--- config.mk ---
export PLATFORM = sky130hd
export DESIGN_NAME = calc_ctrl
export DESIGN_NICKNAME = d
export VERILOG_FILES = /design/src/rtl/calc_ctrl.sv
export SDC_FILE = /design/constraint.sdc
export NUM_CORES = 1
export LEC_CHECK = 0
export ABC_CLOCK_PERIOD_IN_PS = 8900
export BUFFER_PORTS_ARGS = -buffer_cell sky130_fd_sc_hd__buf_2
export CAP_MARGIN = 20
export CORE_ASPECT_RATIO = 2
export CORE_MARGIN = 10
export CORE_UTILIZATION = 67
export DETAILED_ROUTE_END_ITERATION = 10
export GPL_TIMING_DRIVEN = 1
export PLACE_DENSITY = 0.89
export SETUP_SLACK_MARGIN = 0.1
export SYNTH_ARGS = -nofsm -noshare
export SYNTH_HDL_FRONTEND = slang
export SYNTH_SLANG_ARGS = --single-unit
--- constraint.sdc ---
create_clock -name clk -period 8.9 [get_ports clk]
set_input_delay 1.335 -clock clk [delete_from_list [all_inputs] [get_ports clk]]
set_output_delay 1.335 -clock clk [all_outputs]
set_load 0.02 [all_outputs]
--- src/rtl/calc_ctrl.sv ---
// -----------------------------------------------------------------------------
// calc_ctrl -- control FSM of the 4-digit BCD calculator.
//
// Edge-detects the debounced button levels, sequences operand entry, operator
// selection and a digit-serial BCD add/subtract, and selects the value shown
// on the BCD display mux.
//
// Ports:
//   clk, reset            clock, synchronous active-high reset
//   button_clr/ent/add/sub debounced, synchronized button levels
//   slider_1..slider_4    digit 0..3 edit enables
//   display_bcd[15:0]     four packed BCD digits, [3:0] = ones digit
//   negative              result sign
//   overflow              add result exceeded 9999
//   op_sub                selected operation (0 = add, 1 = sub)
//   busy                  high while the digit-serial CALC runs
//   state_dbg[2:0]        current state encoding
//
// Optional feature: define CALC_AUTOREPEAT_EN to re-issue a held add/sub
// every REPEAT_PERIOD clocks while editing an operand.
// -----------------------------------------------------------------------------
module calc_ctrl #(
    parameter int REPEAT_PERIOD = 50000000
) (
    input  logic        clk,
    input  logic        reset,
    input  logic        button_clr,
    input  logic        button_ent,
    input  logic        button_add,
    input  logic        button_sub,
    input  logic        slider_1,
    input  logic        slider_2,
    input  logic        slider_3,
    input  logic        slider_4,
    output logic [15:0] display_bcd,
    output logic        negative,
    output logic        overflow,
    output logic        op_sub,
    output logic        busy,
    output logic [2:0]  state_dbg
);

    typedef enum logic [2:0] {
        ENTRY_A = 3'd0,
        OP      = 3'd1,
        ENTRY_B = 3'd2,
        CALC    = 3'd3,
        RESULT  = 3'd4
    } state_t;

    state_t      state, state_n;
    logic [15:0] entry, entry_n, a, a_n, b, b_n, result, result_n;
    logic        negative_n, overflow_n, op_sub_n;
    logic [3:0]  prev;          // previous button levels {clr, ent, add, sub}
    logic [1:0]  dig, dig_n;    // digit index during CALC
    logic        carry, carry_n;

    logic [3:0]  levels, raw_ev;
    logic        rpt_add, rpt_sub;
    logic        ev_clr, ev_ent, ev_add, ev_sub;
    logic [3:0]  sel;

    assign levels = {button_clr, button_ent, button_add, button_sub};
    assign raw_ev = levels & ~prev;
    assign sel    = {slider_4, slider_3, slider_2, slider_1};

`ifdef CALC_AUTOREPEAT_EN
    localparam int RPT_W = $clog2(REPEAT_PERIOD + 1);
    logic [RPT_W-1:0] rpt_cnt;
    logic hold_add, hold_sub, rpt_active, rpt_fire;

    // A held button only repeats when no higher-priority button is down.
    assign hold_add   = button_add & ~button_clr & ~button_ent;
    assign hold_sub   = button_sub & ~button_clr & ~button_ent & ~button_add;
    assign rpt_active = ((state == ENTRY_A) || (state == ENTRY_B)) && (hold_add || hold_sub);
    assign rpt_fire   = rpt_active && (rpt_cnt == RPT_W'(REPEAT_PERIOD - 1));
    assign rpt_add    = rpt_fire & hold_add;
    assign rpt_sub    = rpt_fire & hold_sub;

    always_ff @(posedge clk) begin
        if (reset || !rpt_active || (raw_ev != 4'b0) || rpt_fire) rpt_cnt <= '0;
        else                                                     rpt_cnt <= rpt_cnt + 1'b1;
    end
`else
    logic unused_period;
    assign unused_period = (REPEAT_PERIOD != 0);
    assign rpt_add       = 1'b0;
    assign rpt_sub       = 1'b0;
`endif

    // Only the highest-priority event of a cycle survives.
    assign ev_clr = raw_ev[3];
    assign ev_ent = raw_ev[2] & ~ev_clr;
    assign ev_add = (raw_ev[1] | rpt_add) & ~ev_clr & ~ev_ent;
    assign ev_sub = (raw_ev[0] | rpt_sub) & ~ev_clr & ~ev_ent & ~ev_add;

    // Per-digit modulo-10 increment/decrement, no carry between digits.
    function automatic logic [15:0] edit_digits(input logic [15:0] v,
                                                input logic [3:0]  s,
                                                input logic        up);
        logic [15:0] r;
        logic [3:0]  d;
        r = v;
        for (int i = 0; i < 4; i++) begin
            d = v[i*4 +: 4];
            if (s[i]) begin
                if (up) d = (d == 4'd9) ? 4'd0 : d + 4'd1;
                else    d = (d == 4'd0) ? 4'd9 : d - 4'd1;
            end
            r[i*4 +: 4] = d;
        end
        return r;
    endfunction

    // One BCD digit of the serial add/subtract.
    logic [3:0] a_dig, b_dig, dig_res;
    logic [4:0] sum5, diff5;
    logic       carry_out;

    always_comb begin
        a_dig = a[{dig, 2'b00} +: 4];
        b_dig = b[{dig, 2'b00} +: 4];
        sum5  = {1'b0, a_dig} + {1'b0, b_dig} + {4'b0, carry};
        diff5 = {1'b0, a_dig} - {1'b0, b_dig} - {4'b0, carry};
        if (op_sub) begin
            carry_out = diff5[4];              // borrow: difference went negative
            dig_res   = diff5[4] ? 4'(diff5 + 5'd10) : diff5[3:0];
        end else begin
            carry_out = (sum5 > 5'd9);
            dig_res   = carry_out ? 4'(sum5 - 5'd10) : sum5[3:0];
        end
    end

    // Next-state, datapath and output decode.
    // NOTE: every signal gets its default first so no path can infer a latch.
    always_comb begin
        state_n     = state;
        entry_n     = entry;
        a_n         = a;
        b_n         = b;
        result_n    = result;
        negative_n  = negative;
        overflow_n  = overflow;
        op_sub_n    = op_sub;
        dig_n       = dig;
        carry_n     = carry;
        display_bcd = entry;
        busy        = 1'b0;

        case (state)
            OP:      display_bcd = a;
            CALC: begin
                display_bcd = a;
                busy        = 1'b1;
            end
            RESULT:  display_bcd = result;
            default: display_bcd = entry;
        endcase

        if (ev_clr) begin
            state_n    = ENTRY_A;
            entry_n    = '0;
            a_n        = '0;
            b_n        = '0;
            result_n   = '0;
            negative_n = 1'b0;
            overflow_n = 1'b0;
            op_sub_n   = 1'b0;
        end else begin
            case (state)
                ENTRY_A, ENTRY_B: begin
                    if (ev_ent) begin
                        if (state == ENTRY_A) begin
                            a_n     = entry;
                            entry_n = '0;
                            state_n = OP;
                        end else begin
                            // Subtract always runs larger minus smaller.
                            if (op_sub && (entry > a)) begin
                                a_n        = entry;
                                b_n        = a;
                                negative_n = 1'b1;
                            end else begin
                                b_n = entry;
                            end
                            dig_n   = 2'd0;
                            carry_n = 1'b0;
                            state_n = CALC;
                        end
                    end else if (ev_add) begin
                        entry_n = edit_digits(entry, sel, 1'b1);
                    end else if (ev_sub) begin
                        entry_n = edit_digits(entry, sel, 1'b0);
                    end
                end
                OP: begin
                    if (ev_add || ev_sub) begin
                        op_sub_n = ev_sub;
                        state_n  = ENTRY_B;
                    end
                end
                CALC: begin
                    result_n[{dig, 2'b00} +: 4] = dig_res;
                    carry_n = carry_out;
                    dig_n   = dig + 2'd1;
                    if (dig == 2'd3) begin
                        overflow_n = ~op_sub & carry_out;
                        state_n    = RESULT;
                    end
                end
                RESULT: begin
                    if (ev_ent) begin
                        entry_n    = '0;
                        negative_n = 1'b0;
                        overflow_n = 1'b0;
                        state_n    = ENTRY_A;
                    end else if ((ev_add || ev_sub) && !negative && !overflow) begin
                        a_n      = result;
                        op_sub_n = ev_sub;
                        entry_n  = '0;
                        state_n  = ENTRY_B;
                    end
                end
                default: state_n = ENTRY_A;
            endcase
        end
    end

    // NOTE: sequential state uses non-blocking assignments so every register
    // samples the pre-edge values regardless of statement order.
    always_ff @(posedge clk) begin
        if (reset) begin
            state    <= ENTRY_A;
            entry    <= '0;
            a        <= '0;
            b        <= '0;
            result   <= '0;
            negative <= 1'b0;
            overflow <= 1'b0;
            op_sub   <= 1'b0;
            prev     <= 4'hF;   // a button held through reset yields no event
            dig      <= 2'd0;
            carry    <= 1'b0;
        end else begin
            state    <= state_n;
            entry    <= entry_n;
            a        <= a_n;
            b        <= b_n;
            result   <= result_n;
            negative <= negative_n;
            overflow <= overflow_n;
            op_sub   <= op_sub_n;
            prev     <= levels;
            dig      <= dig_n;
            carry    <= carry_n;
        end
    end

    assign state_dbg = state;

endmodule
==> impl_metrics.tcl <==
set metrics [dict create \
    status "complete, no violations" \
    io_buffer_count 32 \
    multi_input_area_sq_mm 0.00373 \
    synth.top_cell.area_share_pct 27.1 \
    grt_max_degree 43 \
    drtIter0Drc 807 \
    min_from "b[2]" \
    tritoncts "built" \
    setup_tns_ns 0 \
    antennaDiodeCount 0 \
    firstDrtPassIters 8 \
    cts.path.max_buffers 2 \
    vias 5765 \
    post-place-cells 776 \
    hold_violations 0 \
    synthArstFlopShare_pct 0 \
    rsz0062_at_grt "false" \
    ys_types 63 \
    netlist_area_sq_mm 0.00569 \
    cp-end-kind "flop" \
    finalPower_uw 946 \
    post_cts_buffers 0 \
    clkSinkCount 77 \
    io_pins 33 \
    max-vdd-ir-drop_uv 127 \
    totalWireLength_um 18100 \
    whs_ns 0.460 \
    clk-insertion-delay-late_ns 0.34 \
    grt_pass1_vias 5642 \
    ys_seq_area_share_pct 27.1 \
    cts-resized-gates 0 \
    drc 0 \
    h-tree-depth 3 \
    ys_ff_latch 77 \
    die_h_um 150 \
    dp_hpwl_um 13200 \
    globalRouteOverflowTotal 0 \
    synth_edf_count 0 \
    cts_root_buf "clkbuf_16" \
    maxCapViolCount 0 \
    grt_pass1_wl_um 28800 \
    nNetsFinal 748 \
    min_to "b[2]" \
    syn_inst 690 \
    fin_skew_ns 0.00716 \
    synth_area_leaders "dfxtp_1 27%, ha_1 9.7%, a21oi_1 5.5%, o221ai_1 5.1%, nand2_1 3.4%" \
    drive_above_1_share_pct 15.0 \
    start_util_pct 68.6 \
    cp.arrival_ns 4.44 \
    area_growth_pct 7.79 \
    avgViaCountPerCell 7.27 \
    ys_warn_count 0 \
    hold_depth 2 \
    die_x_um 85.1 \
    drv_slew 0 \
    avgSynthCellArea_sq_um 8.24 \
    synthTopCellsByCount "77 x dfxtp_1, 62 x a21oi_1, 51 x nand2_1" \
    finalCritPeriodShare_pct 47.5 \
    path_clk_slew_ns 0.06 \
    cp.required_ns 9.11 \
    total_leakage_power_nw 2.28 \
    fin_crit_ns 4.23 \
    synth_fp_nets 748 \
    final_antenna_net_count 0 \
    rrSetupSlack_ns 4.67 \
    coreArea_sq_mm 0.00829 \
    reg2reg_from "dig[0]" \
    cp_max_fo 17 \
    setup_viol 0 \
    antenna_found_initial 0 \
    start_kind "flop" \
    r2r_cells 13 \
    ff_latch_area_sq_mm 0.00154 \
    die_area_sq_mm 0.0128 \
    cts_made_buffers 9 \
    p_per_area_mw_per_mm2 154 \
    wl_per_cell_um 22.8 \
    grt.total_usage_pct 28.0 \
    worst_slew_pin_slew_ns 0.868 \
    fin_util_pct 73.9 \
    reg2reg_to "result[15]" \
    gp_congestion 0.991 \
    worstSetupPathType "reg -> reg" \
    synth.largest_area_cell "dfxtp_1" \
    synth_ff_type "dfxtp_1" \
    finalNonFillerCells 793 \
    relSlewSlack_pct 42.0 \
    synth.most_common_cell "dfxtp_1" \
    fmax_mhz 236 \
    hold_path.class "reg -> reg" \
    core.rowCount 47 \
    nFillCells 610 \
    ctsHoldBuffers 0 \
]
## where the power goes
part / switching (mW) / internal [mW] / leakage, nW / total [mW]
Sequential: 0.0210 / 0.354 / 0.624 / 0.375
Clock: 0.152 / 0.245 / 0.145 / 0.397
Combinational: 0.108 / 0.0658 / 1.51 / 0.174
Total: 0.281 / 0.665 / 2.28 / 0.946
## critical path, cell delays in order, from the launching register on
cell      delay, ns
dfxtp_1        0.88
mux4_2         0.65
inv_1          0.12
fa_1           0.22
inv_1          0.06
fa_1           0.42
xnor2_1        0.18
ha_1           0.25
or3b_2         0.45
o211ai_1       0.12
a22oi_1        0.11
xnor2_1        0.14
a31oi_1        0.34
o21ai_0        0.15
## how the worst max path moves through the flow
stage | startpoint | to | slack [ns]
final | dig[0] | result[15] | 4.67
after global placement | dig[0] | result[3] | 4.89
after detailed placement | dig[0] | result[3] | 4.74
after floorplan | dig[0] | result[14] | 5.13
after CTS | dig[0] | result[15] | 4.67
after global routing | dig[0] | result[7] | 4.39
## placed cells by master (no fill, tap or decap), types with 5 or more instances in the layout
cell type   n
ha_1       44
a221o_1    17
nand3b_1    5
nand2_1    51
nor2_1     49
o31ai_1     9
mux4_2      8
nand4_1     7
o221ai_1   33
nor3_1      8
a21oi_1    62
and2_1     19
a31oi_1    15
buf_2      32
dfxtp_1    77
nand3_1    34
xnor2_1     7
a211oi_2   14
inv_1      47
o21ai_0    13
nor2_2      6
o41ai_1     5
clkbuf_16   9
a22oi_1     7
a211oi_1    6
or3_1       6
nor2b_1     5
buf_4       9
nand2b_1    8
## kinds of logic after synthesis
group	synth area share (%)
xor gates and xnor gates	1.69
DFF	27.1
and+or+nand+nor	19.3
adders and majority gates	11.1
buffers and inverters	7.41
muxes	3.89
AOI/OAI and AO/OA	29.5
## flip-flops by register name (all words and copies together), names as in the netlist, 2 cells and up
signal,cells
a,16
b,16
dig,2
entry,16
prev,4
result,16
state_dbg,3
## cell type report
class / count / area share [%]
repair buffers: 42 / 3.90
well taps: 98 / 2.00
clock inverters: 6 / 1.43
inverters: 49 / 3.00
clock buffers: 10 / 3.74
multi-input cells: 511 / 60.8
flip-flops and latches: 77 / 25.1
## routing by layer
layer | wire length, um | track usage [%] | up-vias
met3 | 1500 | 6.66 | 119
met4 | 1680 | 23.1 | 0
met1 | 6120 | 27.9 | 2704
met2 | 8820 | 47.7 | 373
met5 | 0 | 0 | -
li1 | - | - | 2569
## metrics by stage
| step | setup WS (ns) | cell area [sq um] |
|---|---|---|
| after floorplan | 5.13 | 5690 |
| after detailed placement | 4.74 | 5800 |
| after CTS | 4.67 | 6120 |
| after global routing | 4.39 | 6130 |
| after global placement | 4.89 | 5800 |
| final | 4.67 | 6130 |
Power figures use the tool's default switching activity.
